--- src/rtl/shop_db.sv ---
// Small shop database: a user table with a fixed admin in slot 0 and an item
// table with quantities. Commands scan their whole table and then commit.
module shop_db #(
    parameter int MAX_USERS = 5,
    parameter int MAX_ITEMS = 8,
    parameter int A_W = 24,
    parameter int QTY_W = 8,
    parameter logic [A_W-1:0] ADMIN_NAME = "Adm"
) (
    input  logic                         i_clk,
    input  logic                         i_reset_n,
    input  logic                         i_rdy,
    input  logic [2:0]                   i_op,
    input  logic [A_W-1:0]               i_a,
    input  logic [QTY_W-1:0]             i_qty,
    output logic                         o_busy,
    output logic                         o_done,
    output logic [2:0]                   o_status,
    output logic [A_W-1:0]               o_a,
    output logic                         o_logged,
    output logic [$clog2(MAX_USERS)-1:0] o_cur_u
);
    localparam int UW   = $clog2(MAX_USERS);
    localparam int TMAX = (MAX_USERS > MAX_ITEMS) ? MAX_USERS : MAX_ITEMS;
    localparam int CW   = $clog2(TMAX);

    localparam logic [2:0] OP_NONE = 3'd0, OP_LOGIN = 3'd1, OP_LOGOUT = 3'd2, OP_ADD_USER = 3'd3;
    localparam logic [2:0] OP_DEL_USER = 3'd4, OP_ADD_ITEM = 3'd5, OP_DEL_ITEM = 3'd6, OP_BUY = 3'd7;
    localparam logic [2:0] ST_OK = 3'd0, ST_DENIED = 3'd1, ST_NOT_FOUND = 3'd2, ST_FULL = 3'd3;
    localparam logic [2:0] ST_EXISTS = 3'd4, ST_INSUFF = 3'd5, ST_OVERFLOW = 3'd6;

    typedef enum logic [1:0] {S_IDLE = 2'd0, S_SCAN = 2'd1, S_EXEC = 2'd2} state_t;

    function automatic logic [A_W-1:0] zext_qty(input logic [QTY_W-1:0] q);
        return {{(A_W-QTY_W){1'b0}}, q};
    endfunction

    state_t             state_r, state_nx_s;
    logic [2:0]         op_r;
    logic [A_W-1:0]     a_r;
    logic [QTY_W-1:0]   qty_r;
    logic [CW-1:0]      cnt_r, hit_idx_r, free_idx_r;
    logic               hit_r, free_r;
    logic               busy_r, done_r, logged_r;
    logic [2:0]         status_r;
    logic [A_W-1:0]     out_a_r;
    logic [UW-1:0]      cur_u_r;

    logic               user_valid_r [MAX_USERS];
    logic [A_W-1:0]     user_name_r  [MAX_USERS];
    logic               item_valid_r [MAX_ITEMS];
    logic [A_W-1:0]     item_name_r  [MAX_ITEMS];
    logic [QTY_W-1:0]   item_qty_r   [MAX_ITEMS];

    logic               user_op_s, last_s, ent_valid_s, match_s, free_s, admin_s;
    logic [A_W-1:0]     ent_name_s;
    logic [QTY_W-1:0]   hit_qty_s;
    logic [QTY_W:0]     sum_s;
    logic [2:0]         status_s;
    logic [A_W-1:0]     res_a_s;
    logic               u_wr_s, u_val_s, it_wr_s, it_val_s, login_s, logout_s;
    logic [CW-1:0]      u_idx_s, it_idx_s;
    logic [QTY_W-1:0]   it_qty_s;

    // Scan-entry selection: which table the current command walks, and where it ends.
    always_comb begin
        user_op_s   = (op_r == OP_LOGIN) || (op_r == OP_ADD_USER) || (op_r == OP_DEL_USER);
        ent_valid_s = 1'b0;
        ent_name_s  = '0;
        if (user_op_s) begin
            last_s = (cnt_r == CW'(MAX_USERS - 1));
            if (cnt_r < CW'(MAX_USERS)) begin
                ent_valid_s = user_valid_r[cnt_r];
                ent_name_s  = user_name_r[cnt_r];
            end else begin
                ent_valid_s = 1'b0;
            end
        end else begin
            last_s      = (cnt_r == CW'(MAX_ITEMS - 1));
            ent_valid_s = item_valid_r[cnt_r];
            ent_name_s  = item_name_r[cnt_r];
        end
        match_s = ent_valid_s && (ent_name_s == a_r);
        // Slot 0 belongs to the admin and is never handed out as a free user slot.
        free_s  = !ent_valid_s && !(user_op_s && (cnt_r == '0));
    end

    // State register.
    always_ff @(posedge i_clk or negedge i_reset_n) begin
        if (!i_reset_n) begin
            state_r <= S_IDLE;
        end else begin
            state_r <= state_nx_s;
        end
    end

    // Next-state logic.
    always_comb begin
        state_nx_s = state_r;
        case (state_r)
            S_IDLE: begin
                if (i_rdy) begin
                    state_nx_s = ((i_op == OP_NONE) || (i_op == OP_LOGOUT)) ? S_EXEC : S_SCAN;
                end else begin
                    state_nx_s = S_IDLE;
                end
            end
            S_SCAN:  state_nx_s = last_s ? S_EXEC : S_SCAN;
            S_EXEC:  state_nx_s = S_IDLE;
            default: state_nx_s = S_IDLE;
        endcase
    end

    // Command decision made in EXEC from the scan results.
    always_comb begin
        admin_s   = logged_r && (cur_u_r == '0);
        hit_qty_s = item_qty_r[hit_idx_r];
        sum_s     = {1'b0, hit_qty_s} + {1'b0, qty_r};
        status_s  = ST_OK;
        res_a_s   = '0;
        u_wr_s    = 1'b0;
        u_val_s   = 1'b0;
        u_idx_s   = '0;
        it_wr_s   = 1'b0;
        it_val_s  = 1'b0;
        it_idx_s  = '0;
        it_qty_s  = '0;
        login_s   = 1'b0;
        logout_s  = 1'b0;
        case (op_r)
            OP_NONE: status_s = ST_OK;
            OP_LOGIN: begin
                if (logged_r)    status_s = ST_DENIED;
                else if (!hit_r) status_s = ST_NOT_FOUND;
                else begin
                    login_s = 1'b1;
                    res_a_s = a_r;
                end
            end
            OP_LOGOUT: begin
                if (!logged_r) status_s = ST_DENIED;
                else           logout_s = 1'b1;
            end
            OP_ADD_USER: begin
                if (!admin_s)     status_s = ST_DENIED;
                else if (hit_r)   status_s = ST_EXISTS;
                else if (!free_r) status_s = ST_FULL;
                else begin
                    u_wr_s  = 1'b1;
                    u_val_s = 1'b1;
                    u_idx_s = free_idx_r;
                    res_a_s = a_r;
                end
            end
            OP_DEL_USER: begin
                if (!admin_s || (a_r == ADMIN_NAME)) status_s = ST_DENIED;
                else if (!hit_r)                     status_s = ST_NOT_FOUND;
                else begin
                    u_wr_s  = 1'b1;
                    u_idx_s = hit_idx_r;
                end
            end
            OP_ADD_ITEM: begin
                if (!admin_s) status_s = ST_DENIED;
                else if (hit_r) begin
                    if (sum_s[QTY_W]) status_s = ST_OVERFLOW;
                    else begin
                        it_wr_s  = 1'b1;
                        it_val_s = 1'b1;
                        it_idx_s = hit_idx_r;
                        it_qty_s = sum_s[QTY_W-1:0];
                        res_a_s  = zext_qty(sum_s[QTY_W-1:0]);
                    end
                end else if (!free_r) status_s = ST_FULL;
                else begin
                    it_wr_s  = 1'b1;
                    it_val_s = 1'b1;
                    it_idx_s = free_idx_r;
                    it_qty_s = qty_r;
                    res_a_s  = zext_qty(qty_r);
                end
            end
            OP_DEL_ITEM: begin
                if (!admin_s)    status_s = ST_DENIED;
                else if (!hit_r) status_s = ST_NOT_FOUND;
                else begin
                    it_wr_s  = 1'b1;
                    it_idx_s = hit_idx_r;
                end
            end
            OP_BUY: begin
                if (!logged_r)            status_s = ST_DENIED;
                else if (!hit_r)          status_s = ST_NOT_FOUND;
                else if (qty_r > hit_qty_s) status_s = ST_INSUFF;
                else begin
                    it_wr_s  = 1'b1;
                    it_val_s = 1'b1;
                    it_idx_s = hit_idx_r;
                    it_qty_s = hit_qty_s - qty_r;
                    res_a_s  = zext_qty(hit_qty_s - qty_r);
                end
            end
            default: status_s = ST_OK;
        endcase
    end

    // Command capture and scan bookkeeping (lowest match, lowest free slot).
    always_ff @(posedge i_clk or negedge i_reset_n) begin
        if (!i_reset_n) begin
            op_r       <= OP_NONE;
            a_r        <= '0;
            qty_r      <= '0;
            cnt_r      <= '0;
            hit_r      <= 1'b0;
            hit_idx_r  <= '0;
            free_r     <= 1'b0;
            free_idx_r <= '0;
        end else if ((state_r == S_IDLE) && i_rdy) begin
            op_r       <= i_op;
            a_r        <= i_a;
            qty_r      <= i_qty;
            cnt_r      <= '0;
            hit_r      <= 1'b0;
            hit_idx_r  <= '0;
            free_r     <= 1'b0;
            free_idx_r <= '0;
        end else if (state_r == S_SCAN) begin
            cnt_r <= cnt_r + 1'b1;
            if (match_s && !hit_r) begin
                hit_r     <= 1'b1;
                hit_idx_r <= cnt_r;
            end
            if (free_s && !free_r) begin
                free_r     <= 1'b1;
                free_idx_r <= cnt_r;
            end
        end
    end

    // Table storage; reset restores the admin-only, empty-shop state.
    always_ff @(posedge i_clk or negedge i_reset_n) begin
        if (!i_reset_n) begin
            for (int i = 0; i < MAX_USERS; i++) begin
                user_valid_r[i] <= (i == 0);
                user_name_r[i]  <= (i == 0) ? ADMIN_NAME : '0;
            end
            for (int j = 0; j < MAX_ITEMS; j++) begin
                item_valid_r[j] <= 1'b0;
                item_name_r[j]  <= '0;
                item_qty_r[j]   <= '0;
            end
        end else if (state_r == S_EXEC) begin
            if (u_wr_s) begin
                user_valid_r[u_idx_s] <= u_val_s;
                user_name_r[u_idx_s]  <= a_r;
            end
            if (it_wr_s) begin
                item_valid_r[it_idx_s] <= it_val_s;
                item_name_r[it_idx_s]  <= a_r;
                item_qty_r[it_idx_s]   <= it_qty_s;
            end
        end
    end

    // Registered status, session and handshake outputs.
    always_ff @(posedge i_clk or negedge i_reset_n) begin
        if (!i_reset_n) begin
            busy_r   <= 1'b0;
            done_r   <= 1'b0;
            status_r <= ST_OK;
            out_a_r  <= '0;
            logged_r <= 1'b0;
            cur_u_r  <= '0;
        end else begin
            busy_r <= (state_nx_s != S_IDLE);
            done_r <= (state_r == S_EXEC);
            if (state_r == S_EXEC) begin
                status_r <= status_s;
                out_a_r  <= res_a_s;
                if (login_s) begin
                    logged_r <= 1'b1;
                    cur_u_r  <= UW'(hit_idx_r);
                end else if (logout_s) begin
                    logged_r <= 1'b0;
                    cur_u_r  <= '0;
                end
            end
        end
    end

    assign o_busy   = busy_r;
    assign o_done   = done_r;
    assign o_status = status_r;
    assign o_a      = out_a_r;
    assign o_logged = logged_r;
    assign o_cur_u  = cur_u_r;
endmodule

--- config.mk ---
export PLATFORM = sky130hd
export DESIGN_NAME = shop_db
export DESIGN_NICKNAME = d
export VERILOG_FILES = /design/src/rtl/shop_db.sv
export SDC_FILE = /design/constraint.sdc
export NUM_CORES = 1
export LEC_CHECK = 0
export ABC_CLOCK_PERIOD_IN_PS = 4800
export BUFFER_PORTS_ARGS = -buffer_cell sky130_fd_sc_hd__buf_2
export CORE_MARGIN = 4
export CORE_UTILIZATION = 57
export DETAILED_ROUTE_END_ITERATION = 8
export HOLD_SLACK_MARGIN = 0.02
export PLACE_DENSITY = 0.77
export REMOVE_ABC_BUFFERS = 1
export SLEW_MARGIN = 20
export SYNTH_ARGS = -nofsm -noshare
export SYNTH_HDL_FRONTEND = slang
export SYNTH_SLANG_ARGS = --single-unit
--- constraint.sdc ---
create_clock -name i_clk -period 4.8 [get_ports i_clk]
set_input_delay 0.96 -clock i_clk [delete_from_list [all_inputs] [get_ports i_clk]]
set_output_delay 0.96 -clock i_clk [all_outputs]
set_load 0.01 [all_outputs]
==> out/results.ini, run 1 <==
[sta]
hold_viol_final=0
report.final.slew_viol_count=0
fmax_mhz=218
setup_violations=0
final.setup.worst_slack_ns=0.218
tns_ns=0
layout_min_cycle_time_ns=4.58
min_period_over_period_pct=95.5
skew_ns=0.0144
slew_headroom_pct=34.7
worst_slew_pin_slew_ns=0.979

[worst_setup_path]
crit_cells=15
r2r-end=item_name_r[138]
critical_path_class=reg -> reg
worstSetupStartpointType=register
cp_max_fo=33
path_cells=buf_4 > mux4_2 > nand2_1 > nand2_1 > ha_1 > and3b_1 > o31a_1 > o21a_1 > o22a_1 > and4_1 > nor2_2 > o31ai_1 > nand2_2 > buf_4 > mux2_2
rrSetupSlack_ns=0.22
end_kind=register
critPathRequiredTime_ns=5.27
crit_start=hit_idx_r[0]
cp_slowest_stage_delay_ns=0.54
cp-endpoint=item_name_r[138]
cp_top_family=simple AND/OR/NAND/NOR gates
worst_ep_arrival_time_ns=5.05
ff2ff_path_depth=15
r2r_start=hit_idx_r[0]
crit_slowest_cell=buf_4
worst-path-buf-inv=2

[routing]
vias_per_cell=6.38
drtPass1Iterations=5
wire_per_inst_um=24.3
drtIter0Drc=1641
route.detailed.drc=0
num_vias=15482
ant_nets=0
wl_um=59100

[yosys]
synth_edf_count=0
netlist_area_mm2=0.0227
synthCells=1803
synth_top_area_share_pct=50.7
yosys.area.top_type=dfrtp_1
synth.avg_cell_area_um2=12.6
synth-seq-cells=470
synth_ff_type=dfrtp_1
synthDistinctLibCells=81
synth-async-reset-ratio_pct=100
ys_warn_count=0
ys_top_cells_by_area=dfrtp_1 51%, mux2_2 18%, mux4_2 7.1%, nand2_1 3.5%, o21ai_0 2.3%
yosysSeqAreaShare_pct=52.0

[grt]
grt_util_all_layers_pct=27.4
antenna_found_initial=2
overflow=0
grt_pass1_vias=16033
grt_max_degree=117
grt_pass1_wl_um=93800

[place]
port_buffers=70
dp.cells=2330
placed_area_mm2=0.0238
pre_cts_slack_ns=0.163
place_hpwl_um=37600
gp_congestion=0.889

[clock_tree]
numCtsBuffers=49
cts-root-buf=clkbuf_16
cts_sinks=470
clock_path_buffers=3
clkTransAtPathRegs_ns=0.06
insertion_delay_ns=0.59
cts_tree=yes
cts_hold_buf=0
htreeDepth=2

[layout]
fill_cells=2802
layout_common_cells=456 x dfrtp_1, 363 x mux2_2, 204 x nand2_1
layout.nets=1926
stdcell_area_mm2=0.0256
drive_above_1_share_pct=37.8
final_common_cell=dfrtp_1
fin_cells=2426
syn2layout_area_growth_pct=13.2

[flow_run]
maxCapViolations=0

[run_status]
status=finished clean

[floorplan]
die_w_um=207
coreArea_mm2=0.0390
num_io_pins=71
chipHeight_um=207
dieArea_mm2=0.0430
start_util_pct=58.1
rows=72

[power]
p_per_area_mw_per_mm2=467
power_leakage_nw=12.4
power_mw=12.0
vdd_drop_max_uv=302

[worst_hold_path]
hp-class=in -> async

-- layer usage --
layer  vias to the layer above  GRT usage, %  wire length, um
met3                       139          5.32             4220
met2                       611          42.5            27500
met5                         -             0                0
met1                      8061          38.6            25000
li1                       6671             -                -
met4                         0          11.2             2390
-- synth_stat cells (4+ instances only) --
| cell | number |
|---|---|
| dfrtp_1 | 459 |
| mux2_2 | 363 |
| nand2_1 | 210 |
| o21ai_0 | 102 |
| clkbuf_1 | 76 |
| mux4_2 | 71 |
| a21oi_1 | 40 |
| buf_2 | 39 |
| nor2_1 | 39 |
| inv_1 | 33 |
| nand3_1 | 28 |
| mux2i_1 | 27 |
| ha_1 | 20 |
| a22o_1 | 19 |
| mux2_1 | 17 |
| buf_1 | 14 |
| nor2b_1 | 12 |
| dfstp_2 | 11 |
| nand2b_1 | 11 |
| and3b_1 | 10 |
| a22oi_1 | 9 |
| buf_4 | 9 |
| nor3_1 | 9 |
| o2111ai_1 | 9 |
| o22ai_1 | 9 |
| and2_1 | 8 |
| and3_1 | 8 |
| o211ai_1 | 8 |
| o221ai_1 | 8 |
| xnor2_1 | 8 |
| xor2_1 | 6 |
| a211oi_1 | 5 |
| nor4_1 | 5 |
| o21ai_1 | 5 |
| or3b_1 | 5 |
| a32oi_1 | 4 |
| buf_6 | 4 |
| nand4_1 | 4 |
| o21a_1 | 4 |
| or4_1 | 4 |
-- worst reg2reg max path, cell delays in order (launching register included) --
cell	delay (ns)
dfrtp_1	0.43
buf_4	0.24
mux4_2	0.52
nand2_1	0.09
nand2_1	0.10
ha_1	0.38
and3b_1	0.22
o31a_1	0.30
o21a_1	0.19
o22a_1	0.20
and4_1	0.25
nor2_2	0.31
o31ai_1	0.18
nand2_2	0.10
buf_4	0.54
mux2_2	0.45
-- flip-flops by register name, indices dropped and copies added (netlist names), 2 cells and up --
name,cells
item_name_r,192
user_name_r,120
item_qty_r,64
a_r,24
o_a,24
item_valid_r,8
qty_r,8
user_valid_r,5
cnt_r,3
free_idx_r,3
hit_idx_r,3
o_cur_u,3
o_status,3
op_r,3
state_r,2
-- report_power, final --
group          internal (mW)  total (mW)  switching (mW)
clock network           2.55        4.15            1.60
logic                   1.10        3.30            2.19
registers               4.16        4.53           0.371
total                   7.82        12.0            4.16
-- cell type report --
type / instances / area [um^2] / share of cell area (%)
diodes: 1 / 2.50 / 0.00976
clock buffers: 74 / 1510 / 5.90
clock inverters: 18 / 278 / 1.08
inverters: 35 / 131 / 0.512
multi-input cells: 1156 / 10200 / 39.6
flip-flops and latches: 470 / 11800 / 45.9
well taps: 518 / 648 / 2.53
repair buffers: 154 / 1120 / 4.37
-- worst min-delay path by stage --
stage | endpoint | cells after the start | startpoint | slack [ns]
6_report | qty_r[3] | 1 | i_reset_n | 0.44
4_1_cts | qty_r[3] | 1 | i_reset_n | 0.46
5_1_grt | qty_r[3] | 1 | i_reset_n | 0.50
3_3_place_gp | user_name_r[78] | 2 | user_name_r[78] | 0.46
3_5_place_dp | user_name_r[93] | 2 | user_name_r[93] | 0.46
2_1_floorplan | user_name_r[72] | 2 | user_name_r[72] | 0.44
-- stage by stage --
step                      hold slack [ns]  util, %
after detailed placement            0.463     61.0
after floorplan                     0.442        -
after CTS                           0.462     65.6
after global routing                0.498     65.7
after global placement              0.456     61.0
final                               0.440     65.7
-- logic make-up (layout without fill, tap and decap cells) --
family	after synthesis	after routing	synth area share, %
other	0	1	0
AO/OA/AOI/OAI	260	260	7.51
XOR/XNOR	14	14	0.541
adder cells (fa/ha/maj)	22	22	1.28
flip-flops	470	470	52.0
AND/OR/NAND/NOR	382	382	8.13
buffers and inverters	177	281	3.43
multiplexers	478	478	27.1
-- what timing repair did --
item / CTS / global route
gates resized for setup: 0 / 6
setup endpoints to repair: 0 / 209
buffers inserted: 0 / 3
(Power assumes the default switching activity.)
==> run 2, diff against run 1 <==
--- a/config.mk
+++ b/config.mk
@@ -12,7 +12,6 @@
 export DETAILED_ROUTE_END_ITERATION = 8
 export HOLD_SLACK_MARGIN = 0.02
 export PLACE_DENSITY = 0.77
-export REMOVE_ABC_BUFFERS = 1
 export SLEW_MARGIN = 20
 export SYNTH_ARGS = -nofsm -noshare
 export SYNTH_HDL_FRONTEND = slang
==> run 2 against run 1 <==
Compared with the run above: utilization rose by 0.080 points; clock-buffer cell count shrank 3; sequential power increased by 2%; combinational power shrank 3%; maximum frequency is 2.0% higher; first-iteration DRC count shrank 0.49%; critical endpoint is now item_name_r[22]; cell area is 0.12% higher; die area unchanged; global-route usage increased by 0.68 points; clock skew decreased by 0.0012 ns.
==> out/results.ini, run 2 (synthesized netlist as in run 1, its figures left out) <==
[sta]
hold_viol_final=0
layout_min_cycle_time_ns=4.49
fmax_mhz=223
rsz0062_at_grt=no
report.final.slew_viol_count=0
min_period_over_period_pct=93.6
tns_ns=0
final.setup.worst_slack_ns=0.306
worst_slew_pin_slew_ns=0.956
slew_headroom_pct=36.2
setup_violations=0
skew_ns=0.0132

[floorplan]
rows=72
coreArea_mm2=0.0390
num_io_pins=71
start_util_pct=58.1
chipHeight_um=207
die_w_um=207
dieArea_mm2=0.0430

[grt]
antenna_found_initial=2
grt_max_degree=105
grt_util_all_layers_pct=28.1
grt_pass1_vias=16130
grt_pass1_wl_um=95100
overflow=0

[layout]
reg_top3=item_name_r x192, user_name_r x120, item_qty_r x64
regArea_mm2=0.0118
layout.nets=1936
regMostFlops=item_name_r
final_common_cell=dfrtp_1
syn2layout_area_growth_pct=13.3
fill_cells=2783
drive_above_1_share_pct=37.6
largest_reg_flops=192
n_antenna_cell=0
layout_common_cells=456 x dfrtp_1, 363 x mux2_2, 205 x nand2_1
multiInputGateArea_mm2=0.0101

[worst_setup_path]
path_cells=buf_4 > mux4_2 > nand2_1 > nand2_1 > ha_1 > and3b_1 > o31a_1 > o21a_1 > o22a_1 > and4_1 > nor2_1 > o21ai_0 > nand2_2 > buf_4 > mux2_2
worst_ep_arrival_time_ns=4.96
end_kind=register
r2r_start=hit_idx_r[0]
cp_max_fo=21
crit_slowest_cell=mux4_2
cp_slowest_stage_delay_ns=0.52
ff2ff_path_depth=15
rrSetupSlack_ns=0.31
worst-path-buf-inv=2
critical_path_class=reg -> reg
r2r-end=item_name_r[22]
critPathRequiredTime_ns=5.27
worstSetupStartpointType=register
cp_top_family=simple AND/OR/NAND/NOR gates

[routing]
met3_length_um=5130
wl_met1_um=25200
wire_per_inst_um=25.1
wl_met2_um=28700
ant_nets=0
drtPass1Iterations=5
vias_per_cell=6.41
drtIter0Drc=1633
highest_layer=met4
wl_um=61100
num_vias=15607
route.detailed.drc=0

[flow_run]
maxCapViolations=0

[power]
power_leakage_nw=12.4
p_per_area_mw_per_mm2=468
vdd_drop_max_uv=256

[place]
gp_congestion=0.903
pre_cts_slack_ns=0.310
place_hpwl_um=39200
port_buffers=70

[clock_tree]
cts_tree=yes
insertion_delay_ns=0.59
htreeDepth=2
clock_path_buffers=3
cts_sinks=470
numCtsBuffers=49
cts-root-buf=clkbuf_16
cts_hold_buf=0
clkTransAtPathRegs_ns=0.06
post-cts-setup-buffers=0
post_cts_resized=0

[yosys]
synth_nets=1863

[run_status]
status=finished clean

[worst_hold_path]
hp-class=in -> async

[run 2: changes by cell type in the layout (fill, tap and decap cells not counted), moves of 2 or more]
cell       change
buf_4         +12
clkbuf_8       -7
clkbuf_1       +4
bufinv_16      +3
buf_12         -2
[run 2: how the worst max path moves through the flow]
stage                       from  depth (start not counted)  slack [ns]                to
floorplan           hit_idx_r[0]                         17        0.15  item_name_r[100]
global placement    hit_idx_r[0]                         15        0.48   item_name_r[22]
detailed placement  hit_idx_r[0]                         16        0.31  item_name_r[180]
CTS                 hit_idx_r[0]                         16        0.28  item_name_r[188]
global route        hit_idx_r[0]                         16        0.05  item_name_r[100]
finish              hit_idx_r[0]                         15        0.31   item_name_r[22]
[run 2: report_power, final]
| group | switching (mW) | internal, mW |
|---|---|---|
| clock | 1.59 | 2.61 |
| combinational | 2.07 | 1.12 |
| sequential | 0.468 | 4.16 |
[run 2: per-stage QoR]
stage	hold slack, ns	util, %	cell area (um^2)	std cells	power [mW]
floorplan	0.442	-	22700	1803	6.49
global placement	0.455	61.2	23900	2343	7.73
detailed placement	0.463	61.2	23900	2343	7.80
CTS	0.466	65.8	25700	2435	12.0
global route	0.483	65.8	25700	2435	12.4
finish	0.400	65.8	25700	2435	12.0
[run 2: final cells by class]
| class | count | share of cell area (%) |
|---|---|---|
| inverters | 35 | 0.512 |
| clock buffers | 71 | 5.58 |
| clock inverters | 21 | 1.42 |
| flip-flops and latches | 470 | 45.9 |
| repair buffers | 164 | 4.56 |
| well taps | 518 | 2.52 |
| multi-input cells | 1156 | 39.5 |
[run 2: metal layers]
| layer | GRT usage (%) | up-vias |
|---|---|---|
| met5 | 0 | - |
| met4 | 9.53 | 0 |
| met3 | 5.23 | 137 |
| met2 | 45.0 | 725 |
| met1 | 39.4 | 8083 |
| li1 | - | 6662 |
==> run 3, diff against run 2 <==
--- a/config.mk
+++ b/config.mk
@@ -8,10 +8,9 @@
 export ABC_CLOCK_PERIOD_IN_PS = 4800
 export BUFFER_PORTS_ARGS = -buffer_cell sky130_fd_sc_hd__buf_2
 export CORE_MARGIN = 4
-export CORE_UTILIZATION = 57
+export CORE_UTILIZATION = 35
 export DETAILED_ROUTE_END_ITERATION = 8
 export HOLD_SLACK_MARGIN = 0.02
-export PLACE_DENSITY = 0.77
 export SLEW_MARGIN = 20
 export SYNTH_ARGS = -nofsm -noshare
 export SYNTH_HDL_FRONTEND = slang
==> run 3 against run 2 <==
Compared with the run above: critical path depth grew 1; first-iteration DRC count shrank 30%; maximum frequency grew 0.73%; register-to-register slack gained 0.03 ns; largest cell class unchanged; largest power group unchanged.
==> out/results.ini, run 3 (synthesized netlist as in run 1, its figures left out) <==
[run_status]
status=finished clean

[layout]
syn2layout_area_growth_pct=15.3
regMostFlops=item_name_r
final_common_cell=dfrtp_1
drive_above_1_share_pct=37.7
layout_common_cells=456 x dfrtp_1, 363 x mux2_2, 205 x nand2_1
n_antenna_cell=0
largest_reg_flops=192
layout.nets=1935
stdcell_area_mm2=0.0261
reg_top3=item_name_r x192, user_name_r x120, item_qty_r x64

[worst_setup_path]
cp_max_fo=25
cp_slowest_stage_delay_ns=0.50
worstSetupStartpointType=register
rrSetupSlack_ns=0.34
end_kind=register
crit_slowest_cell=mux4_2
worst_ep_arrival_time_ns=4.94
path_cells=buf_4 > mux4_2 > nand2_1 > and2_1 > inv_1 > fa_1 > nor2b_1 > o21ai_0 > a21oi_1 > o21a_1 > o21ai_0 > nor2_1 > o21ai_0 > and2_2 > buf_12 > mux2_2
ff2ff_path_depth=16
cp_common_cell=o21ai_0
critical_path_class=reg -> reg
r2r-end=item_name_r[44]
r2r_start=hit_idx_r[0]
critPathRequiredTime_ns=5.28

[place]
place_hpwl_um=42400
gp_congestion=0.829
port_buffers=70
placed_area_mm2=0.0243

[sta]
fmax_mhz=224
skew_ns=0.0164
worst_slew_pin_slew_ns=0.889
rsz0062_at_grt=no
tns_ns=0
layout_min_cycle_time_ns=4.46
report.final.slew_viol_count=0
setup_violations=0
min_period_over_period_pct=92.9
slew_headroom_pct=40.1
hold_viol_final=0

[clock_tree]
cts_tree=yes
htreeDepth=2
numCtsBuffers=51
clock_path_buffers=3
clkTransAtPathRegs_ns=0.06
insertion_delay_ns=0.61
cts-root-buf=clkbuf_16
cts_sinks=470

[grt]
grt_pass1_wl_um=99400
antenna_found_initial=1
grt_pass1_vias=15636
grt_max_degree=126
overflow=0
grt_util_all_layers_pct=18.5

[power]
vdd_drop_max_uv=255
seqPwrFrac_pct=37.7
netSwitchingFraction_pct=35.5
intPower_mw=7.70
switching_power_mw=4.23
power_leakage_nw=12.4
p_per_area_mw_per_mm2=457
p_comb_share_pct=28.1
clkPwrFrac_pct=34.2

[routing]
num_vias=15210
route.detailed.drc=0
wl_um=64600
vias_per_cell=5.49
drtIter0Drc=1138
ant_nets=0
wire_per_inst_um=23.3
drtPass1Iterations=8

[worst_hold_path]
hp-class=in -> async

[floorplan]
num_io_pins=71
die_w_um=262
coreArea_mm2=0.0642
chipHeight_um=262
rows=93
dieArea_mm2=0.0689
start_util_pct=35.3

[yosys]
synth_nets=1863

[flow_run]
maxCapViolations=0

-- run 3: cell types whose count changed in the layout (fill, tap and decap cells not counted), sizes merged --
cell | previous run | this run
bufinv | 10 | 4
clkbuf | 71 | 77
buf | 164 | 161
clkinv | 11 | 14
-- run 3: power groups by stage --
stage | clock network (mW) | logic [mW] | registers (mW)
after floorplan | 0 | 2.11 | 4.38
after global placement | 0 | 3.32 | 4.57
after detailed placement | 0 | 3.34 | 4.57
after CTS | 4.15 | 3.36 | 4.50
after global routing | 4.32 | 3.63 | 4.53
final | 4.08 | 3.35 | 4.50
-- run 3: cell type report --
| class | instances | area, um^2 |
|---|---|---|
| inverters | 35 | 131 |
| flip-flops and latches | 470 | 11800 |
| clock buffers | 77 | 1530 |
| fillers | 6025 | 38100 |
| clock inverters | 18 | 233 |
| multi-input cells | 1156 | 10200 |
| well taps | 855 | 1070 |
| repair buffers | 161 | 1230 |
-- run 3: metrics by stage --
stage | util (%) | hold slack, ns | instances | setup slack (ns) | total power [mW]
finish | 40.7 | 0.247 | 2772 | 0.339 | 11.9
global route | 40.7 | 0.258 | 2772 | 0.0451 | 12.5
CTS | 40.6 | 0.477 | 2771 | 0.266 | 12.0
detailed placement | 37.9 | 0.464 | 2676 | 0.320 | 7.91
global placement | 37.9 | 0.454 | 2676 | 0.354 | 7.89
floorplan | - | 0.442 | 1803 | 0.148 | 6.49
-- run 3: metal layers --
layer / GRT usage (%) / share of wire (%) / vias up
li1: - / - / 6684
met1: 25.7 / 45 / 7989
met2: 29.3 / 46 / 418
met3: 3.11 / 5.2 / 119
met4: 6.72 / 3.5 / 0
met5: 0 / 0 / -
-- run 3: worst max-delay path, delay by kind of cell (launching register included) --
kind | cells | cell delay [ns]
adder cells (fa/ha/maj) | 1 | 0.38
flip-flops | 1 | 0.46
multiplexers | 2 | 0.87
AO/OA/AOI/OAI | 5 | 1.20
buffers and inverters | 3 | 0.56
AND/OR/NAND/NOR | 5 | 0.85
-- run 3: repair_timing --
action	4_1_cts	5_1_grt
resized for setup	0	2
hold buffers	0	0
buffers inserted	0	0
endpoints found under the setup margin	0	6
-- run 3: worst max-delay path by stage --
| stage | start | end | slack, ns | cells after the start |
|---|---|---|---|---|
| after floorplan | hit_idx_r[0] | item_name_r[100] | 0.15 | 17 |
| after global placement | hit_idx_r[0] | item_name_r[70] | 0.35 | 16 |
| after detailed placement | hit_idx_r[0] | item_name_r[50] | 0.32 | 16 |
| after CTS | hit_idx_r[0] | item_name_r[50] | 0.27 | 16 |
| after global routing | hit_idx_r[0] | item_name_r[183] | 0.05 | 16 |
| final | hit_idx_r[0] | item_name_r[44] | 0.34 | 16 |
